==> src/rtl/contador_rfwild_pkg.sv <==
// Shared defaults and sizing helpers for the RFWild130 heartbeat counter.
package contador_rfwild_pkg;

    localparam int CNT_WIDTH  = 4;
    localparam int CNT_MODULO = 16;
    localparam int CNT_DIV    = 1;

    // Phase register width for a divide-by-div prescaler; never narrower than one bit.
    function automatic int presc_width(input int div);
        return (div <= 1) ? 1 : $clog2(div);
    endfunction

endpackage

==> src/rtl/contador_rfwild_presc.sv <==
// Clock-enable prescaler: tick_o is high on every DIV-th cycle after reset release.
// With DIV=1 the phase register is stuck at zero and tick_o collapses to a constant 1.
module contador_rfwild_presc
    import contador_rfwild_pkg::*;
#(
    parameter int DIV = CNT_DIV
) (
    input  logic clk_i,
    input  logic rst_i,
    output logic tick_o
);

    localparam int PW = presc_width(DIV);
    localparam logic [PW-1:0] PHASE_LAST = PW'(DIV - 1);

    if (DIV < 1) begin : g_bad_div
        $error("contador_rfwild_presc: DIV must be >= 1");
    end

    logic [PW-1:0] phase_q;
    logic [PW-1:0] phase_d;

    always_comb begin
        phase_d = (phase_q == PHASE_LAST) ? '0 : phase_q + 1'b1;
    end

    always_ff @(posedge clk_i or posedge rst_i) begin
        if (rst_i) begin
            phase_q <= '0;
        end else begin
            phase_q <= phase_d;
        end
    end

    assign tick_o = (phase_q == PHASE_LAST);

endmodule

==> src/rtl/contador_rfwild.sv <==
// Free-running modulo-MODULO up-counter advanced by a prescaler tick, with terminal-count flag.
// The count is taken straight from its register so the pads see a clean value right after reset.
module contador_rfwild
    import contador_rfwild_pkg::*;
#(
    parameter int WIDTH  = CNT_WIDTH,
    parameter int MODULO = CNT_MODULO,
    parameter int DIV    = CNT_DIV
) (
    input  logic             clk,
    input  logic             reset,
    output logic [WIDTH-1:0] contador,
    output logic             tc
);

    if (WIDTH < 1 || MODULO < 2 || longint'(MODULO) > (longint'(1) << WIDTH)) begin : g_bad_modulo
        $error("contador_rfwild: need WIDTH >= 1 and 2 <= MODULO <= 2**WIDTH");
    end

    localparam logic [WIDTH-1:0] CNT_LAST = WIDTH'(MODULO - 1);

    logic             tick;
    logic [WIDTH-1:0] cnt_q;
    logic [WIDTH-1:0] cnt_d;

    contador_rfwild_presc #(
        .DIV (DIV)
    ) u_presc (
        .clk_i  (clk),
        .rst_i  (reset),
        .tick_o (tick)
    );

    always_comb begin
        cnt_d = cnt_q;
        if (tick) begin
            cnt_d = (cnt_q == CNT_LAST) ? '0 : cnt_q + 1'b1;
        end
    end

    always_ff @(posedge clk or posedge reset) begin
        if (reset) begin
            cnt_q <= '0;
        end else begin
            cnt_q <= cnt_d;
        end
    end

    assign contador = cnt_q;
    // Reset gating keeps tc low immediately on an asynchronous reset, before any edge.
    assign tc       = (cnt_q == CNT_LAST) && tick && !reset;

endmodule

==> config.mk <==
export PLATFORM = sky130hd
export DESIGN_NAME = contador_rfwild
export DESIGN_NICKNAME = d
export VERILOG_FILES = /design/src/rtl/contador_rfwild_pkg.sv /design/src/rtl/contador_rfwild_presc.sv /design/src/rtl/contador_rfwild.sv
export SDC_FILE = /design/constraint.sdc
export NUM_CORES = 1
export LEC_CHECK = 0
export BUFFER_PORTS_ARGS = -buffer_cell sky130_fd_sc_hd__buf_2
export CAP_MARGIN = 20
export CORE_AREA = 3 3 40 42
export DETAILED_ROUTE_END_ITERATION = 7
export DIE_AREA = 0 0 43 45
export GPL_TIMING_DRIVEN = 1
export PLACE_DENSITY = 0.4
export SLEW_MARGIN = 0
export SYNTH_ARGS = -nofsm -noshare
export SYNTH_HDL_FRONTEND = slang
export SYNTH_HIERARCHICAL = 1
export SYNTH_SLANG_ARGS = --single-unit
==> constraint.sdc <==
create_clock -name clk -period 1.63 [get_ports clk]
set_clock_uncertainty 0.05 [all_clocks]
set_input_delay 0.163 -clock clk [delete_from_list [all_inputs] [get_ports clk]]
set_output_delay 0.163 -clock clk [all_outputs]
set_load 0.1 [all_outputs]
======== Word-level counts from Yosys, hierarchy flattened ========
Index checks and enable logic that the tools add are counted.
storage, ports and cells
  register bits after elaboration ......... 5
  bits of input ports ..................... 2
  output and inout port bits .............. 5
  word-level logic and storage cells ...... 11
cells by class
  $add $sub $neg .......................... 2
  eq/ne operators ......................... 1
  multiplexer cells ....................... 2
  bitwise gates (word level) .............. 1
  reduce and logical (&&, ||, !) cells .... 3
operators with widths
  operator             number
  $add 4x1->4 const B  1
  $eq 4x4->1 const B   1
  $mux 4               1
  $logic_and 1x1->1    2
  $add 1x1->1 const B  1
  $logic_not 1->1      1
  $mux 1               1
  $not 1->1            1

======== Depth between registers and ports, before layout ========
  depth in word-level cells ............... 3
  depth in mapped cells ................... 4

======== Modules after synthesis ========
The synthesis kept the hierarchy.
modules (own cells, without submodules)
  module                 times used  cells an instance  area an instance (um2)  sequential area each (um2)
  contador_rfwild        1           19                 192.7                   100.1
  contador_rfwild_presc  1           2                  11.3                    0.0

======== Worst setup path before layout ========
No wires, ideal clock.
  path type ............................... reg2out
  start point ............................. register cnt_q[0], in the netlist contador[0]
  end point ............................... output tc
  data arrival time ....................... 3477 ps
  data required time ...................... 1417 ps
  slack ................................... -2060 ps
  cell stages (with the launch flop) ...... 4
  path through ............................ dfrtp_1 ha_1 nand2_1 nor3_1
between the ends
  word-level cells in the longest chain between the ends .. 3
RTL lines
  what                             line                   source
  start, declared                  contador_rfwild.sv:23  logic [WIDTH-1:0] cnt_q;
  start signal, assigned           contador_rfwild.sv:45  cnt_q <= cnt_d;
  $eq 4x4->1                       contador_rfwild.sv:51  assign tc = (cnt_q == CNT_LAST) && tick && !reset;
  $logic_and 1x1->1 (2 in series)  contador_rfwild.sv:51
  end, declared                    contador_rfwild.sv:13  output logic tc
Every way passes these cells.

======== Final worst setup path ========
Ends and elaborated chain as after synthesis.

==> impl_results.md <==
* Vias per inst at 3.89
* Distinct cells, synth at 14
* Initial antenna violation count at 0
* Fin util at 25.6%
* Starting density of the core at 15.9%
* CP max stage cell: dfrtp_4
* Site Rows at 13
* Clock Sink Count at 4
* Antenna diodes at 0
* Antenna-violating nets left at 0
* Port-buffer cells at 6
* Sequential fraction of the synthesis area at 49.1%
* Post-Syn Area at 204 µm²
* Achievable clock frequency at 662 MHz
* Most area-hungry cell type in the Yosys netlist: dfrtp_1
* CTS HTree Levels at 1
* Num CTS Buffers at 3
* Largest net degree at the start of global routing at 7
* Max FO, Critical Path at 5
* CP arrival at 1300 ps
* DRC at 0
* CTS tree: yes
* Hpwl dp at 322 µm
* Top Ports at 7
* Synth Instances at 21
* Gr ovfl total at 0
* Detailed-route via count at 175
* Crit path largest cell delay at 440 ps
* Fin. Hold Viols at 0
* Final worst-path cycle share at 92.6%
* Number of post-CTS setup repair buffers at 0
* CP endpoint kind: output port
* Synth top area share at 49.1%
* Clock slew at reported path FFs at 40 ps
* Post-synth ARST share at 100%
* Routed WL at 432 µm
* Minimum clock period at 1510 ps
* Area growth syn-to-layout at 61.3%
* Vias in the first global route at 159
* Clk buf depth at 2
* WS Path Type: reg2out
* Worst Path Required at 1420 ps
* Worst Hold Class: in2async
* Synthesized flop and latch total at 4
* PnR worst setup slack at 120 ps
* Die W at 43 µm
* Nets at 35
* Detailed Routing Iterations Pass 1 at 4
* Die span in y at 45 µm
* DP Worst Slack at 352 ps
* Worst skew pair latency at 240 ps
* # Max-Cap Violations at 0
* Hold-fix buffers, CTS at 1
* Pins Over Slew Limit at 0
* Resize count post-CTS at 0
* Root Buffer: clkbuf_4
* Share of layout cells above drive strength 1 at 56.7%
* Global-route wire length before repair at 731 µm
* Critical path cell sequence: ha_4 > nand2_2 > nor3_4 > buf_12
* Post-synth top cells: dfrtp_1, nand2_1, o21ai_1
* Core area at 0.00128 mm²
* Max FFs per register at 4
* Total global-route track usage at 6.02%
* Die area at 0.00194 mm²
* Gpl congestion at 0.685
* RSZ-0062 raised after global routing: no
* Detailed Route Iter0 Violations at 3
* Syn nets at 24
* Crit start category: register
* Final setup violation count at 0
* Synthesized area per cell at 9.71 µm²
* Post-synth EDFFs at 0
* Main synth FF type: dfrtp_1
* Wire length per cell at 9.60 µm
* Top post-synthesis cells by area: dfrtp_1, nand2_1, ha_1, mux2_2, mux2i_1
* Status: finished, final reports clean
* Min Hold Slack at 340 ps
* Synth Warn # at 6
logic make-up after synthesis:
group           Yosys count  share of synthesized area [%]
fa+ha+maj                 1                           6.13
other cells               1                           1.84
mux                       2                           10.4
simple gates              7                           15.3
compound gates            3                           7.36
buf+inv                   2                           5.52
xor+xnor                  1                           4.30
flops                     4                           49.1
layout by cell type (no fill, tap or decap), drive strengths merged:
cell,Yosys,routed
a21oi,1,1
buf,1,6
clkbuf,0,3
conb,1,1
dfrtp,4,4
dlygate4sd3,0,1
ha,1,1
inv,1,1
mux2,1,1
mux2i,1,1
nand2,4,4
nand3,1,1
nand4,1,1
nor3,1,1
o21ai,2,2
xnor2,1,1
area by class of cell:
class / count / area [µm²]
Clock buffer: 3 / 22.5
Fill cell: 142 / 956
Timing Repair Buffer: 7 / 55.1
Tap cell: 15 / 18.8
Multi-Input combinational cell: 15 / 119
Inverter: 1 / 3.75
Sequential cell: 4 / 110
metal layers:
metal | part of all wire (%) | vias to the layer above | track usage (%)
met3 | 15 | 0 | 7.17
met2 | 38 | 9 | 5.39
li1 | - | 88 | -
met4 | 0 | 0 | 3.61
met1 | 47 | 78 | 7.32
met5 | 0 | - | 0
path summary, 6_finish.rpt:
path	from	end	slack (ps)	cells past startpoint
worst max register to register	contador[1]	contador[1]	480	2
worst min-delay path	reset	contador[3]	340	3
max in group asynchronous	reset	contador[1]	1010	3
worst max-delay path	contador[0]	tc	120	4
worst min register to register	contador[3]	contador[3]	460	1
min in group clk	contador[3]	contador[3]	460	1
stage by stage:
step	setup TNS, ps	cell area [µm²]	cells
final	0	329	45
after global placement	0	297	41
after CTS	0	329	45
after global routing	0	329	45
after floorplan	-301	240	21
after detailed placement	0	297	41
worst max-delay path: cells and delay by family, from the launching register on:
family | cells | cell delay (ps)
simple gates | 2 | 270
flops | 1 | 440
fa+ha+maj | 1 | 160
buf+inv | 1 | 200
Power is not shown: default switching activity piles up to over one toggle a cycle in this logic, so the estimate is an artifact.
